[src/rtl/camera_pkg.sv]
// Shared types and default geometry for the camera capture path, frame buffer
// and VGA reader.
package camera_pkg;

    localparam int unsigned DEF_WIDTH  = 320;
    localparam int unsigned DEF_HEIGHT = 240;
    localparam int unsigned DEF_ADDR_W = 17;

    typedef enum logic [1:0] {
        IDLE    = 2'd0,
        WAIT_VS = 2'd1,
        CAPTURE = 2'd2
    } cap_state_t;

    typedef logic [15:0] pixel_t;

endpackage

[src/rtl/camera_capture_if.sv]
// Synchronized camera bus in, assembled pixel stream out. The capture block
// is the slave; the camera/sink side is the master.
interface camera_capture_if #(
    parameter int ADDR_W = 17
);
    logic                cam_pclk;
    logic                cam_vsync;
    logic                cam_href;
    logic [7:0]          cam_data;
    // pix_valid is a one-cycle strobe with no backpressure; data/addr hold between strobes.
    logic                pix_valid;
    camera_pkg::pixel_t  pix_data;
    logic [ADDR_W-1:0]   pix_addr;

    modport master (
        output cam_pclk, cam_vsync, cam_href, cam_data,
        input  pix_valid, pix_data, pix_addr
    );

    modport slave (
        input  cam_pclk, cam_vsync, cam_href, cam_data,
        output pix_valid, pix_data, pix_addr
    );
endinterface

[src/rtl/cam_edge_detect.sv]
// Per-bit rise/fall detector against a registered copy; the reset value of
// each copy is chosen so no edge can be reported in the first cycle.
module cam_edge_detect #(
    parameter int           W       = 1,
    parameter logic [W-1:0] RST_VAL = '0
) (
    input  logic         clk,
    input  logic         reset,
    input  logic [W-1:0] sig_i,
    output logic [W-1:0] rise_o,
    output logic [W-1:0] fall_o
);
    logic [W-1:0] sig_q;

    always_ff @(posedge clk) begin
        if (reset) sig_q <= RST_VAL;
        else       sig_q <= sig_i;
    end

    assign rise_o = sig_i & ~sig_q;
    assign fall_o = ~sig_i & sig_q;
endmodule

[src/rtl/camera_capture.sv]
// Pairs camera bytes into RGB565 pixels and tags each with its linear
// frame-buffer address; armed single-shot or continuous.
module camera_capture
    import camera_pkg::*;
#(
    parameter int WIDTH  = DEF_WIDTH,
    parameter int HEIGHT = DEF_HEIGHT,
    parameter int ADDR_W = DEF_ADDR_W
) (
    input  logic             clk,
    input  logic             reset,
    camera_capture_if.slave  cam,
    input  logic             arm,
    input  logic             continuous,
    output logic             frame_done,
    output logic             busy,
    output cap_state_t       state_o
);
    localparam int XW = $clog2(WIDTH + 1);
    localparam int YW = $clog2(HEIGHT + 1);
    localparam logic [XW-1:0]     X_MAX  = XW'(WIDTH);
    localparam logic [YW-1:0]     Y_MAX  = YW'(HEIGHT);
    localparam logic [YW-1:0]     Y_LAST = YW'(HEIGHT - 1);
    localparam logic [ADDR_W-1:0] W_ADDR = ADDR_W'(WIDTH);

    logic [2:0] rise, fall;
    logic       pclk_rise, vs_fall, vs_rise, href_fall, edge_unused;

    cam_edge_detect #(.W(3), .RST_VAL(3'b001)) u_edge (
        .clk    (clk),
        .reset  (reset),
        .sig_i  ({cam.cam_href, cam.cam_vsync, cam.cam_pclk}),
        .rise_o (rise),
        .fall_o (fall)
    );

    assign pclk_rise   = rise[0];
    assign vs_rise     = rise[1];
    assign vs_fall     = fall[1];
    assign href_fall   = fall[2];
    assign edge_unused = ^{rise[2], fall[0]};

    cap_state_t state_q, state_d;

    always_ff @(posedge clk) begin
        if (reset) state_q <= IDLE;
        else       state_q <= state_d;
    end

    always_comb begin
        state_d = state_q;
        case (state_q)
            IDLE:    if (arm)     state_d = WAIT_VS;
            WAIT_VS: if (vs_fall) state_d = CAPTURE;
            CAPTURE: if (vs_rise) state_d = continuous ? WAIT_VS : IDLE;
            default:              state_d = IDLE;
        endcase
    end

    always_comb begin
        busy    = (state_q != IDLE);
        state_o = state_q;
    end

    // base_q is the address of x=0 on the current line, so addr stays y*WIDTH+x without a multiplier.
    logic [XW-1:0]     x_q, x_d;
    logic [YW-1:0]     y_q, y_d;
    logic [ADDR_W-1:0] addr_q, addr_d, base_q, base_d;
    logic              phase_q, phase_d;
    logic [7:0]        hi_q, hi_d;
    logic              pix_valid_q, pix_valid_d, frame_done_q, frame_done_d;
    pixel_t            pix_data_q, pix_data_d;
    logic [ADDR_W-1:0] pix_addr_q, pix_addr_d;

    always_comb begin
        x_d          = x_q;
        y_d          = y_q;
        addr_d       = addr_q;
        base_d       = base_q;
        phase_d      = phase_q;
        hi_d         = hi_q;
        pix_valid_d  = 1'b0;
        pix_data_d   = pix_data_q;
        pix_addr_d   = pix_addr_q;
        frame_done_d = (state_q == CAPTURE) && vs_rise;

        if (state_q == WAIT_VS && vs_fall) begin
            x_d     = '0;
            y_d     = '0;
            addr_d  = '0;
            base_d  = '0;
            phase_d = 1'b0;
        end else if (state_q == CAPTURE && !vs_rise) begin
            if (pclk_rise && cam.cam_href) begin
                if (!phase_q) begin
                    hi_d    = cam.cam_data;
                    phase_d = 1'b1;
                end else begin
                    phase_d = 1'b0;
                    if (x_q < X_MAX && y_q < Y_MAX) begin
                        pix_valid_d = 1'b1;
                        pix_data_d  = {hi_q, cam.cam_data};
                        pix_addr_d  = addr_q;
                        addr_d      = addr_q + ADDR_W'(1);
                    end
                    if (x_q < X_MAX) x_d = x_q + XW'(1);
                end
            end else if (href_fall) begin
                x_d     = '0;
                phase_d = 1'b0;
                if (y_q < Y_MAX) y_d = y_q + YW'(1);
                // Past the last stored line no pixel is emitted, so the base is left in range.
                if (y_q < Y_LAST) begin
                    base_d = base_q + W_ADDR;
                    addr_d = base_q + W_ADDR;
                end
            end
        end
    end

    always_ff @(posedge clk) begin
        if (reset) begin
            x_q          <= '0;
            y_q          <= '0;
            addr_q       <= '0;
            base_q       <= '0;
            phase_q      <= 1'b0;
            hi_q         <= '0;
            pix_valid_q  <= 1'b0;
            pix_data_q   <= '0;
            pix_addr_q   <= '0;
            frame_done_q <= 1'b0;
        end else begin
            x_q          <= x_d;
            y_q          <= y_d;
            addr_q       <= addr_d;
            base_q       <= base_d;
            phase_q      <= phase_d;
            hi_q         <= hi_d;
            pix_valid_q  <= pix_valid_d;
            pix_data_q   <= pix_data_d;
            pix_addr_q   <= pix_addr_d;
            frame_done_q <= frame_done_d;
        end
    end

    assign cam.pix_valid = pix_valid_q;
    assign cam.pix_data  = pix_data_q;
    assign cam.pix_addr  = pix_addr_q;
    assign frame_done    = frame_done_q;
endmodule

[src/flat_wrapper.sv]
// flat-port wrapper written by rule: the top's interface ports become plain ports
module camera_capture_flat import camera_pkg::*;
#(
    parameter int WIDTH  = DEF_WIDTH,
    parameter int HEIGHT = DEF_HEIGHT,
    parameter int ADDR_W = DEF_ADDR_W
)
  (clk, reset, arm, continuous, frame_done, busy, state_o, cam_cam_pclk, cam_cam_vsync, cam_cam_href, cam_cam_data, cam_pix_valid, cam_pix_data, cam_pix_addr);
  camera_capture_if #(.ADDR_W(ADDR_W)) cam_i ();
  input  logic clk;
  input  logic reset;
  input  logic arm;
  input  logic continuous;
  output logic frame_done;
  output logic busy;
  output cap_state_t state_o;
  input wire logic [$bits(cam_i.cam_pclk)-1:0] cam_cam_pclk;
  input wire logic [$bits(cam_i.cam_vsync)-1:0] cam_cam_vsync;
  input wire logic [$bits(cam_i.cam_href)-1:0] cam_cam_href;
  input wire logic [$bits(cam_i.cam_data)-1:0] cam_cam_data;
  output wire logic [$bits(cam_i.pix_valid)-1:0] cam_pix_valid;
  output wire logic [$bits(cam_i.pix_data)-1:0] cam_pix_data;
  output wire logic [$bits(cam_i.pix_addr)-1:0] cam_pix_addr;
  assign cam_i.cam_pclk = cam_cam_pclk;
  assign cam_i.cam_vsync = cam_cam_vsync;
  assign cam_i.cam_href = cam_cam_href;
  assign cam_i.cam_data = cam_cam_data;
  assign cam_pix_valid = cam_i.pix_valid;
  assign cam_pix_data = cam_i.pix_data;
  assign cam_pix_addr = cam_i.pix_addr;
  camera_capture #(.WIDTH(WIDTH), .HEIGHT(HEIGHT), .ADDR_W(ADDR_W)) u_core (.clk(clk), .reset(reset), .cam(cam_i), .arm(arm), .continuous(continuous), .frame_done(frame_done), .busy(busy), .state_o(state_o));
endmodule
[config.mk]
export PLATFORM = sky130hd
export DESIGN_NAME = camera_capture_flat
export DESIGN_NICKNAME = d
export VERILOG_FILES = /design/src/rtl/camera_pkg.sv /design/src/rtl/camera_capture_if.sv /design/src/rtl/cam_edge_detect.sv /design/src/rtl/camera_capture.sv /design/src/flat_wrapper.sv
export SDC_FILE = /design/constraint.sdc
export NUM_CORES = 1
export LEC_CHECK = 0
export ABC_CLOCK_PERIOD_IN_PS = 5500
export CAP_MARGIN = 20
export CORE_MARGIN = 1.5
export CORE_UTILIZATION = 59
export DETAILED_ROUTE_END_ITERATION = 10
export GPL_TIMING_DRIVEN = 0
export PLACE_DENSITY = 0.84
export RECOVER_POWER = 100
export SETUP_SLACK_MARGIN = 0.1
export SYNTH_ARGS = -nofsm -noshare
export SYNTH_HDL_FRONTEND = slang
export SYNTH_SLANG_ARGS = --single-unit
[constraint.sdc]
create_clock -name clk -period 5.5 [get_ports clk]
set_clock_uncertainty 0.2 [all_clocks]
set_input_delay 1.375 -clock clk [delete_from_list [all_inputs] [get_ports clk]]
set_output_delay 1.375 -clock clk [all_outputs]
set_load 0.02 [all_outputs]
Yosys cells after proc, flatten, opt, wreduce, memory -nomap -nowiden
Cells that the tools add are included.

word-level totals
  register bits = 100
  input port bits = 15
  output and inout port bits = 38

cells by class
  add/sub/neg operators = 4
  magnitude comparators = 3
  eq/ne operators = 8
  mux-type cells = 18
  bitwise gates (word level) = 8
  reduce and logical (&&, ||, !) cells = 20

operator list
  kind                                                                     number
  17-bit two-way mux                                                       5
  9-bit two-way mux                                                        4
  17-bit by 1-bit adder with 17-bit output, second input constant          1
  17-bit by 9-bit adder with 17-bit output, second input constant          1
  8-bit less-than comparator, second input constant                        2
  4-bit AND reduction                                                      4
  5-bit AND reduction                                                      2
  9-bit by 1-bit adder with 9-bit output, second input constant            1
  9-bit less-than comparator, second input constant                        1
  8-bit by 1-bit adder with 8-bit output, second input constant            1
  2-bit two-way mux                                                        3
  2-bit by 1-bit inequality test with 1-bit output, second input constant  3
  2-bit inequality test, second input constant                             3
  2-bit case mux with 3 select lines                                       1
  2-bit nonzero test                                                       3
  1-bit logical AND                                                        5
  1-bit two-way mux                                                        5
  5-bit OR reduction                                                       1
  1-bit inverter                                                           4
  3-bit bitwise AND                                                        1
  3-bit inverter                                                           1
  3-bit AND reduction                                                      1
  2-bit bitwise AND                                                        1
  2-bit by 1-bit equality test with 1-bit output, second input constant    1
  other kinds (6)                                                          6

Longest topological paths before layout
  word-level depth = 6
  gate-level depth with buffers = 8
  mapped depth without buffers = 6

Hierarchy
From an unflattened synthesis, not the netlist that was laid out.

unflattened totals
  cells, all modules = 506
  area, all modules = 4161.5 µm²

modules (own cells, without submodules)
  module           times used  cells each  area an instance (µm²)  seq. area each (µm²)
  camera_capture   1           494         4045.1                  1821.7
  cam_edge_detect  1           12          116.4                   60.1

Worst setup path before layout
No wires, ideal clock.

  path kind = in2reg
  start = input cam_cam_pclk
  end = register u_core.addr_q[4]
  arrival = 2.741 ns
  data required time = 5.230 ns
  setup slack = 2.489 ns
  stages on the path = 7
  path buffers = 2
  cells stage by stage = and3b_1 > buf_2 > nand3_4 > or3_1 > buf_2 > or3_1 > a21oi_1

on the way
  word-level cells in the longest chain between the ends = 4
  elaborated cells on any way between the ends = 8

RTL lines
  what                                                                                      RTL line               RTL
  start: declaration                                                                        flat_wrapper.sv:17     input wire logic [$bits(cam_i.cam_pclk)-1:0] cam_cam_pclk;
  2-bit bitwise AND (*)                                                                     cam_edge_detect.sv:20  assign rise_o = sig_i & ~sig_q;
  1-bit logical AND (*)                                                                     camera_capture.sv:94   if (pclk_rise && cam.cam_href) begin
  2-bit by 1-bit inequality test with 1-bit output (no line), or another cell as far along  n/a
  5-bit AND reduction (no line)                                                             n/a
  end signal: assignment                                                                    camera_capture.sv:136  addr_q <= addr_d;
  end: declaration                                                                          camera_capture.sv:68   logic [ADDR_W-1:0] addr_q, addr_d, base_q, base_d;

Every way passes the cells marked *; elsewhere a longest branch is shown, timed or not.
A chain may end at the register's enable or synchronous reset.

Final worst setup path
  start = input cam_cam_href
  end = register u_core.pix_addr_q[0], in the netlist u_core.cam.pix_addr[0]

on the way
  word-level cells in the longest chain between the ends = 2

RTL lines
  what                           RTL line               RTL
  start: declaration             flat_wrapper.sv:19     input wire logic [$bits(cam_i.cam_href)-1:0] cam_cam_href;
  1-bit logical AND              camera_capture.sv:94
  5-bit AND reduction (no line)  n/a
  end signal: assignment         camera_capture.sv:142  pix_addr_q <= pix_addr_d;
  end: declaration               camera_capture.sv:73   logic [ADDR_W-1:0] pix_addr_q, pix_addr_d;

Every way passes these cells.

==> run metrics <==
cell breakdown of the critical path=dlygate4sd3_1 -> and3b_1 -> clkbuf_1 -> nand3_1 -> nor3_1 -> clkbuf_1 -> nand2_1 -> a21oi_1; final-report max-slew violation count=0; endpoints failing setup=0; total cell area at the placement stage=4700 um2; Root Driver=clkbuf_8; post-CTS sizing=0; number of buffers and inverters on the critical path=3; number of input and output port buffers inserted=52; count of antenna-violating nets left after detailed routing=0; Worst Setup Start Kind=input pin; Worst Setup Slack post-DPL=1.62 ns; worst slack on hold paths=0.253 ns; HPWL after detailed placement=6790 um; CP Capture Type=register; Inserted Clock Buffers=9; RSZ-0062 raised after global routing=false; worst path required time=5.58 ns; CTS tree=built; Leak=1.74 nW; post-synthesis area per instance=8.10 um2; path type of the worst setup path=in2reg; nets=586; hold depth=2; YS warnings=0; post-DR wirelength/cell=14.4 um; distinct cell type count of the synthesized netlist=51; transition time at the pin with the least slew margin=1.20 ns; GRT Util Overall=0.261; number of hold violations in the final report=0; most common cell after layout, fill and taps aside=dfxtp_1; Hold-fix buffers, CTS=0; residual overflow from global routing=0; final core utilization=0.719; total number of H-tree levels=3; clock-pin slew of the registers on the worst-case setup and hold paths=0.08 ns; class of the tightest hold or removal check=reg2reg; highest-delay cell along the critical path=nor3_1; number of global-route vias before repair=3460; maximum number of pins on one net before global-route repair=17; area of the placeable core=6760 um2; Sum Neg Setup Slack=0 ns; delay of the slowest cell on the worst path=0.90 ns; Slew headroom=0.194; Vias=3780; area growth from synthesis to final layout=18.9%; commonest cells after routing, fill and taps aside=dfxtp_1, nand2_1, a21oi_1, nor2_1, dlygate4sd3_1; overall power of the completed layout=1.16 mW; share of post-route cells with drive strength above 1=0.0385; final worst path period share=0.753; register bit total from synthesis=94; worst-skew pair later-pin latency=0.36 ns; worst r2r path cells=7; Peak supply drop=0.000139 V; Crit Path Max Fanout=10; drt first pass iters=5; maximum clock rate=241 MHz; final-layout fill cell count=539; global placer's final weighted congestion=0.854; final standard cell area without fillers=4860 um2; crit path DAT=4.22 ns; die width=86.2 um; total instance count after detailed placement=636; per-cell via count in the routed design=5.80; asr flop ratio synth=0; number of nets in the synthesized netlist=523; global-route wire length before repair=15600 um; die area=7430 um2; cell row count=30; 1st-iter DRT viols=203; most numerous cell on the critical path=clkbuf_1; commonest register cell after synthesis=dfxtp_1; WL final=9380 um; result of the run=finished, final reports clean; Pwr Density=238 nW/um2; overall die height=86.2 um; fin cells=652; path length in cells of the critical path=8; Ant. Diodes=0; Worst Slack Setup Final=1.36 ns; clock period minus worst slack=4.14 ns; number of enable flip-flop cells after synthesis=0; family with the most delay on the worst path=simple AND/OR/NAND/NOR gates; Post-CTS Repair Setup Buffers=0; CTS max path bufs=2; number of sinks driven by the clock tree=94; share of the yosys chip area belonging to registers=0.461; number of remaining DRC errors=0; starting utilization of the core area=0.604; synthesized area=4080 um2; cells after synthesis=504; number of violations of the max-capacitance limit=0; number of top-level design ports=53; number of antenna violations at the first check in global routing=0
-- path summary, 6_finish.rpt --
path	start	end	slack, ns
setup / recovery	cam_cam_href	u_core.cam.pix_addr[0]	1.36
hold / removal	u_core.cam.pix_data[2]	u_core.cam.pix_data[2]	0.25
setup reg to reg	u_core.u_edge.sig_q[0]	u_core.cam.pix_addr[0]	2.63
hold reg to reg	u_core.cam.pix_data[2]	u_core.cam.pix_data[2]	0.25
-- final cells by class --
class | count | area [um2] | area share
multi-input combinational | 376 | 2040 | 0.421
sequential | 94 | 1880 | 0.388
timing repair buffer | 52 | 520 | 0.107
clock buffer | 10 | 138 | 0.0283
buffer | 30 | 113 | 0.0232
tap | 80 | 100 | 0.0206
clock inverter | 6 | 46.3 | 0.00953
inverter | 4 | 15.0 | 0.00309
-- sequential cells by signal (all words and copies together) (netlist names) --
signal	flops
u_core.cam.pix_valid	1
u_core.base_q	11
u_core.cam.pix_data	16
u_core.cam.pix_addr	17
u_core.x_q	9
u_core.frame_done	1
u_core.addr_q	17
u_core.y_q	8
u_core.state_o	2
u_core.hi_q	8
u_core.phase_q	1
u_core.u_edge.sig_q	3
-- report_power, final --
part	internal [mW]	total [mW]	switching (mW)
registers	0.682	0.684	0.00180
logic	0.0177	0.0455	0.0278
clock network	0.179	0.429	0.250
-- worst register-to-register path, cell delays in order (launching register included) --
cell and delay [ns]:
dfxtp_1 0.31, and3b_1 0.20, clkbuf_1 0.24, nand3_1 0.25, nor3_1 0.90, clkbuf_1 0.42, nand2_1 0.11, a21oi_1 0.17
-- metal layers --
metal	GRT usage	wire length [um]
met2	0.452	4590
met1	0.325	4140
met4	0.0938	161
met5	0	0
met3	0.0467	494
-- cells by family after synthesis --
| kind of cell | Yosys count | share of synthesized area |
|---|---|---|
| and+or+nand+nor | 218 | 0.254 |
| muxes | 3 | 0.00735 |
| DFF | 94 | 0.461 |
| adders and majority gates | 4 | 0.0123 |
| buffers and inverters | 34 | 0.0322 |
| xor gates and xnor gates | 27 | 0.0579 |
| AOI/OAI and AO/OA | 124 | 0.175 |
-- synthesized netlist by cell type (4+ instances only) --
| library cell | n | share of area |
|---|---|---|
| dfxtp_1 | 94 | 0.46 |
| nand2_1 | 90 | 0.083 |
| a21oi_1 | 67 | 0.082 |
| nor2_1 | 52 | 0.048 |
| o21ai_0 | 28 | 0.034 |
| clkbuf_1 | 27 | 0.025 |
| xnor2_1 | 16 | 0.034 |
| nor3_1 | 11 | 0.013 |
| xor2_1 | 11 | 0.024 |
| nand4_1 | 9 | 0.014 |
| nand3_1 | 8 | 0.0098 |
| nor4_1 | 8 | 0.012 |
| and3_1 | 5 | 0.0077 |
| and4_1 | 5 | 0.011 |
| or3_1 | 5 | 0.0077 |
| ha_1 | 4 | 0.012 |
| inv_1 | 4 | 0.0037 |
| o31ai_1 | 4 | 0.0074 |
| or2_2 | 4 | 0.0061 |
(Power assumes the default switching activity.)
